### config.mk
export PLATFORM = sky130hd
export DESIGN_NAME = wb_arbiter
export DESIGN_NICKNAME = d
export VERILOG_FILES = /design/src/rtl/wb_arbiter.sv
export SDC_FILE = /design/constraint.sdc
export NUM_CORES = 1
export LEC_CHECK = 0
export CORE_MARGIN = 10
export CORE_UTILIZATION = 56
export CTS_CLUSTER_SIZE = 8
export DETAILED_ROUTE_END_ITERATION = 6
export GPL_ROUTABILITY_DRIVEN = 0
export PLACE_DENSITY = 0.81
export SETUP_SLACK_MARGIN = 0.15
export SYNTH_ARGS = -nofsm -noshare
export SYNTH_HDL_FRONTEND = slang
export SYNTH_SLANG_ARGS = --single-unit
### constraint.sdc
create_clock -name clk -period 5.4 [get_ports clk]
set_clock_uncertainty 0.15 [all_clocks]
set_input_delay 1.08 -clock clk [delete_from_list [all_inputs] [get_ports clk]]
set_output_delay 1.08 -clock clk [all_outputs]
set_load 0.02 [all_outputs]
### src/rtl/wb_arbiter.sv
// Writeback concentrator: per-channel result FIFOs drained round-robin onto
// NUM_WB_PORTS registered register-file write ports.
module wb_arbiter #(
   parameter int  NUM_EX_CH    = 4,
   parameter int  NUM_WB_PORTS = 2,
   parameter int  DATA_W       = 32,
   parameter int  NUM_PREGS    = 64,
   parameter int  FIFO_DEPTH   = 2,
   localparam int IDX_W        = $clog2(NUM_PREGS)
) (
   input  logic                           clk,
   input  logic                           rst_n,
   input  logic                           flush,
   input  logic [NUM_EX_CH-1:0]           ex_valid,
   output logic [NUM_EX_CH-1:0]           ex_ready,
   input  logic [NUM_EX_CH*DATA_W-1:0]    ex_dst_val,
   input  logic [NUM_EX_CH*IDX_W-1:0]     ex_dst_index,
   output logic [NUM_WB_PORTS-1:0]        wb_valid,
   output logic [NUM_WB_PORTS*DATA_W-1:0] wb_dst_val,
   output logic [NUM_WB_PORTS*IDX_W-1:0]  wb_dst_index,
   output logic                           idle
);
   localparam int PTR_W = $clog2(FIFO_DEPTH);
   localparam int CNT_W = $clog2(FIFO_DEPTH + 1);
   localparam int CH_W  = $clog2(NUM_EX_CH);

   logic [DATA_W-1:0] val_q    [NUM_EX_CH][FIFO_DEPTH];
   logic [IDX_W-1:0]  idx_q    [NUM_EX_CH][FIFO_DEPTH];
   logic [PTR_W-1:0]  rd_ptr_q [NUM_EX_CH];
   logic [PTR_W-1:0]  wr_ptr_q [NUM_EX_CH];
   logic [CNT_W-1:0]  cnt_q    [NUM_EX_CH];
   logic [CNT_W-1:0]  cnt_d    [NUM_EX_CH];
   logic [CH_W-1:0]   rr_ptr_q;
   logic [CH_W-1:0]   rr_ptr_d;

   logic [NUM_WB_PORTS-1:0]        wb_valid_q;
   logic [NUM_WB_PORTS*DATA_W-1:0] wb_val_q;
   logic [NUM_WB_PORTS*IDX_W-1:0]  wb_idx_q;

   logic [NUM_EX_CH-1:0]    push;
   logic [NUM_EX_CH-1:0]    grant;
   logic [NUM_EX_CH-1:0]    not_empty;
   logic [NUM_WB_PORTS-1:0] port_vld;
   logic [CH_W-1:0]         port_ch [NUM_WB_PORTS];

   // Ready depends on stored count only, so a full FIFO never takes a push
   // in the cycle it is popped.
   always_comb begin
      for (int c = 0; c < NUM_EX_CH; c++) begin
         not_empty[c] = (cnt_q[c] != '0);
         ex_ready[c]  = (cnt_q[c] < CNT_W'(FIFO_DEPTH));
         push[c]      = ex_valid[c] & ex_ready[c];
      end
   end

   always_comb begin
      logic [CH_W:0] ch_w;
      logic [CH_W:0] nxt_w;
      int            n;
      grant    = '0;
      port_vld = '0;
      for (int k = 0; k < NUM_WB_PORTS; k++) port_ch[k] = '0;
      rr_ptr_d = rr_ptr_q;
      ch_w     = '0;
      nxt_w    = '0;
      n        = 0;
      for (int i = 0; i < NUM_EX_CH; i++) begin
         ch_w = {1'b0, rr_ptr_q} + (CH_W+1)'(i);
         if (ch_w >= (CH_W+1)'(NUM_EX_CH)) ch_w = ch_w - (CH_W+1)'(NUM_EX_CH);
         if (not_empty[ch_w[CH_W-1:0]] && (n < NUM_WB_PORTS)) begin
            grant[ch_w[CH_W-1:0]] = 1'b1;
            for (int k = 0; k < NUM_WB_PORTS; k++) begin
               if (k == n) begin
                  port_vld[k] = 1'b1;
                  port_ch[k]  = ch_w[CH_W-1:0];
               end
            end
            nxt_w = ch_w + (CH_W+1)'(1);
            if (nxt_w == (CH_W+1)'(NUM_EX_CH)) nxt_w = '0;
            rr_ptr_d = nxt_w[CH_W-1:0];
            n++;
         end
      end
   end

   always_comb begin
      for (int c = 0; c < NUM_EX_CH; c++)
         cnt_d[c] = cnt_q[c] + CNT_W'(push[c]) - CNT_W'(grant[c]);
   end

   always_ff @(posedge clk) begin
      if (!rst_n || flush) begin
         rr_ptr_q   <= '0;
         wb_valid_q <= '0;
         for (int c = 0; c < NUM_EX_CH; c++) begin
            rd_ptr_q[c] <= '0;
            wr_ptr_q[c] <= '0;
            cnt_q[c]    <= '0;
         end
         if (!rst_n) begin
            wb_val_q <= '0;
            wb_idx_q <= '0;
         end
      end else begin
         rr_ptr_q <= rr_ptr_d;
         for (int c = 0; c < NUM_EX_CH; c++) begin
            cnt_q[c] <= cnt_d[c];
            if (push[c]) begin
               val_q[c][wr_ptr_q[c]] <= ex_dst_val[c*DATA_W +: DATA_W];
               idx_q[c][wr_ptr_q[c]] <= ex_dst_index[c*IDX_W +: IDX_W];
               wr_ptr_q[c]           <= wr_ptr_q[c] + PTR_W'(1);
            end
            if (grant[c]) rd_ptr_q[c] <= rd_ptr_q[c] + PTR_W'(1);
         end
         wb_valid_q <= port_vld;
         for (int k = 0; k < NUM_WB_PORTS; k++) begin
            if (port_vld[k]) begin
               wb_val_q[k*DATA_W +: DATA_W] <= val_q[port_ch[k]][rd_ptr_q[port_ch[k]]];
               wb_idx_q[k*IDX_W +: IDX_W]   <= idx_q[port_ch[k]][rd_ptr_q[port_ch[k]]];
            end
         end
      end
   end

   assign wb_valid     = wb_valid_q;
   assign wb_dst_val   = wb_val_q;
   assign wb_dst_index = wb_idx_q;
   assign idle         = (not_empty == '0) && (wb_valid_q == '0);

endmodule

==> metrics.md <==
| Metric | Value |
|---|---|
| Delay-heaviest family, CP | compound AO/OA/AOI/OAI gates |
| Vias | 13,310 |
| MaxCap Viol Count | 0 |
| Synth Net Count | 1,556 |
| Clk buf depth | 3 |
| PortBufs | 241 |
| GR Overflow Total | 0 |
| Dpl hpwl | 32.92 mm |
| Slew @ Worst Pin | 0.9757 ns |
| Synth warn | 0 |
| DRT antenna net count | 0 |
| Highest Signal Layer | met4 |
| # rows | 66 |
| Total negative slack | 0 ns |
| Syn Area/Cell | 13.52 µm² |
| Share of cells above drive strength 1 | 0.1232 |
| Most common cell after layout, fill and taps aside | edfxtp_1 |
| Vias per cell | 6.410 |
| Mapped Area | 0.01868 mm² |
| Arr. time, crit path | 5.01 ns |
| TritonCTS clock tree | yes |
| Die X | 202.6 µm |
| R2R setup slack | 0.63 ns |
| H-tree depth | 2 |
| Largest net degree at the start of global routing | 141 |
| Starting Density | 0.5711 |
| Crit path cell chain | inv_1 > ha_1 > o21ai_0 > o21ai_2 > inv_1 > ha_1 > nand2b_1 > a2111oi_0 > o22ai_1 > o21ai_1 > nand2_4 > buf_4 > mux2i_1 > a221o_1 > a21oi_1 |
| CORE AREA | 0.03270 mm² |
| Hold crit path type | register to register |
| Post-synth EDFFs | 388 |
| Routed length on met3 | 5.241 mm |
| IO Pins | 242 |
| Tmin final | 4.772 ns |
| Status | finished clean |
| CP peak stage delay | 0.49 ns |
| Crit path max fanout | 26 |
| WL final | 53.79 mm |
| RSZ-0062 raised after global routing | false |
| Postcts setup bufs | 0 |
| GR Util All Layers | 0.2529 |
| Vias in the first global route | 13,760 |
| FF-to-FF Start | rr_ptr_q[1] |
| Kind of critical path | register to register |
| Final setup vio count | 0 |
| Predominant post-synthesis flop cell | edfxtp_1 |
| Syn Inst Count | 1,381 |
| Die Height | 202.6 µm |
| CP Data Required Time | 5.63 ns |
| Synth Register Bits | 400 |
| Max Slew Vio Count | 0 |
| Pre-antenna DRT Iters | 7 |
| Hold Path Origin | rd_ptr_q[2] |
| Peak Freq | 0.2095 GHz |
| Die area | 0.04106 mm² |
| Clk root buf | clkbuf_16 |
| Initial detailed-routing violation count | 1,150 |
| Initial antenna violation count | 2 |
| Seq/Total Area, Yosys | 0.6367 |
| Slowest-stage cell, CP | a2111oi_0 |
| Start point of the critical path | rr_ptr_q[1] |
| Filler cell count | 2,169 |
| CP Launch Type | register |
| Fraction of registers with async set/reset | 0 |
| Net count, final | 1,786 |
| TritonCTS buffer count | 55 |
| Leading cell types in the layout, fill and taps excluded | 388 x edfxtp_1, 241 x clkdlybuf4s50_1, 177 x nand2_1 |
| CTS clk-pin slew, worst paths | 0.06 ns |
| Worst Setup End Kind | register |
| Synth unique cells | 47 |
| Slew margin rel. | 0.3495 |
| Crit path buf inv count | 3 |
| DRC errors left | 0 |
| Final hold violations | 0 |
| Met2 wire len | 26.47 mm |
| Hold slack | 0.4480 ns |
| Final period util | 0.8838 |
| Worst-skew pair later-pin latency | 0.57 ns |
| Clk sinks | 400 |
| First-pass GRT wire length | 80.18 mm |
| Synth-to-layout area growth | 24.24% |
| Met1 wire length | 20.19 mm |
| WL per Instance | 25.91 µm |
flip-flops by register name (all words and copies together) (netlist names):
register	count
idx_q	48
val_q	256
wb_dst_index	12
cnt_q	8
wr_ptr_q	4
rr_ptr_q	2
wb_valid	2
rd_ptr_q	4
wb_dst_val	64
synthesized netlist by cell type (all sizes together), types with 2 or more instances:
library cell	count	area [µm²]
a221oi	3	26.28
o31a	3	26.28
a221o	75	750.7
ha	16	200.2
nand2b	7	43.79
o21ai	12	60.06
or2	5	31.28
inv	16	60.06
edfxtp	388	11650
or3	6	37.54
mux2i	159	1592
nor2	13	48.80
a211oi	2	15.01
xnor2	5	43.79
dfxtp	12	240.2
o211ai	78	585.6
mux2	80	904.6
and3	5	31.28
a22oi	3	22.52
a31oi	2	12.51
nor3	15	75.07
a21oi	159	795.8
and2	7	43.79
buf	51	269.0
nor2b	5	31.28
nand2	178	668.1
xor2	3	26.28
mux4	3	67.56
clkbuf	57	214.0
area by class of cell:
type	count	area [µm²]	area share
Sequential cell	400	11890	0.5125
Multi-Input combinational cell	857	6359	0.2740
Timing Repair Buffer	281	2836	0.1222
Clock buffer	75	1451	0.06255
Tap cell	442	553.0	0.02383
Inverter	16	60.06	0.002588
Clock inverter	3	47.55	0.002049
Antenna cell	2	5.005	0.0002157
metrics by stage:
step | instances | util | cell area [µm²] | setup WS, ns
after floorplan | 1381 | - | 18680 | 0.4423
after global placement | 1996 | 0.6628 | 21670 | 0.7813
after detailed placement | 1996 | 0.6628 | 21670 | 0.5790
after CTS | 2074 | 0.7086 | 23170 | 0.5460
after global routing | 2076 | 0.7096 | 23200 | 0.3075
final | 2076 | 0.7096 | 23200 | 0.6275
what timing repair did:
item                                    in CTS  in global routing
gates resized for setup                      0                  4
hold buffers                                 0                  0
endpoints found under the setup margin       0                 25
cell families (layout without fill, tap and decap cells):
group / count (synthesis) / after routing / synth area share
muxes: 242 / 242 / 0.1373
AOI/OAI and AO/OA: 347 / 347 / 0.1274
adders and majority gates: 16 / 16 / 0.01072
other: 0 / 2 / 0
xor gates and xnor gates: 8 / 8 / 0.003752
DFF: 400 / 400 / 0.6367
buffers and inverters: 124 / 375 / 0.02907
and+or+nand+nor: 244 / 244 / 0.05514
worst reg2reg max path: cells and delay by family (launching register included):
kind / cells / cell delay [ns]
buf+inv: 3 / 0.70
compound gates: 7 / 1.88
mux: 1 / 0.16
simple gates: 2 / 0.54
flops: 1 / 0.44
fa+ha+maj: 2 / 0.74
worst paths after layout:
check	end	cells past startpoint
min	rd_ptr_q[2]	1
max reg2reg	wb_dst_val[10]	15
min reg2reg	rd_ptr_q[2]	1
max	wb_dst_val[10]	15
layer usage:
layer / vias to the layer above / GRT usage
li1: 5826 / -
met1: 6527 / 0.3050
met2: 804 / 0.4325
met3: 151 / 0.05572
met4: 0 / 0.1026
met5: - / 0
Power is not shown: default switching activity piles up to over one toggle a cycle in this logic, so the estimate is an artifact.
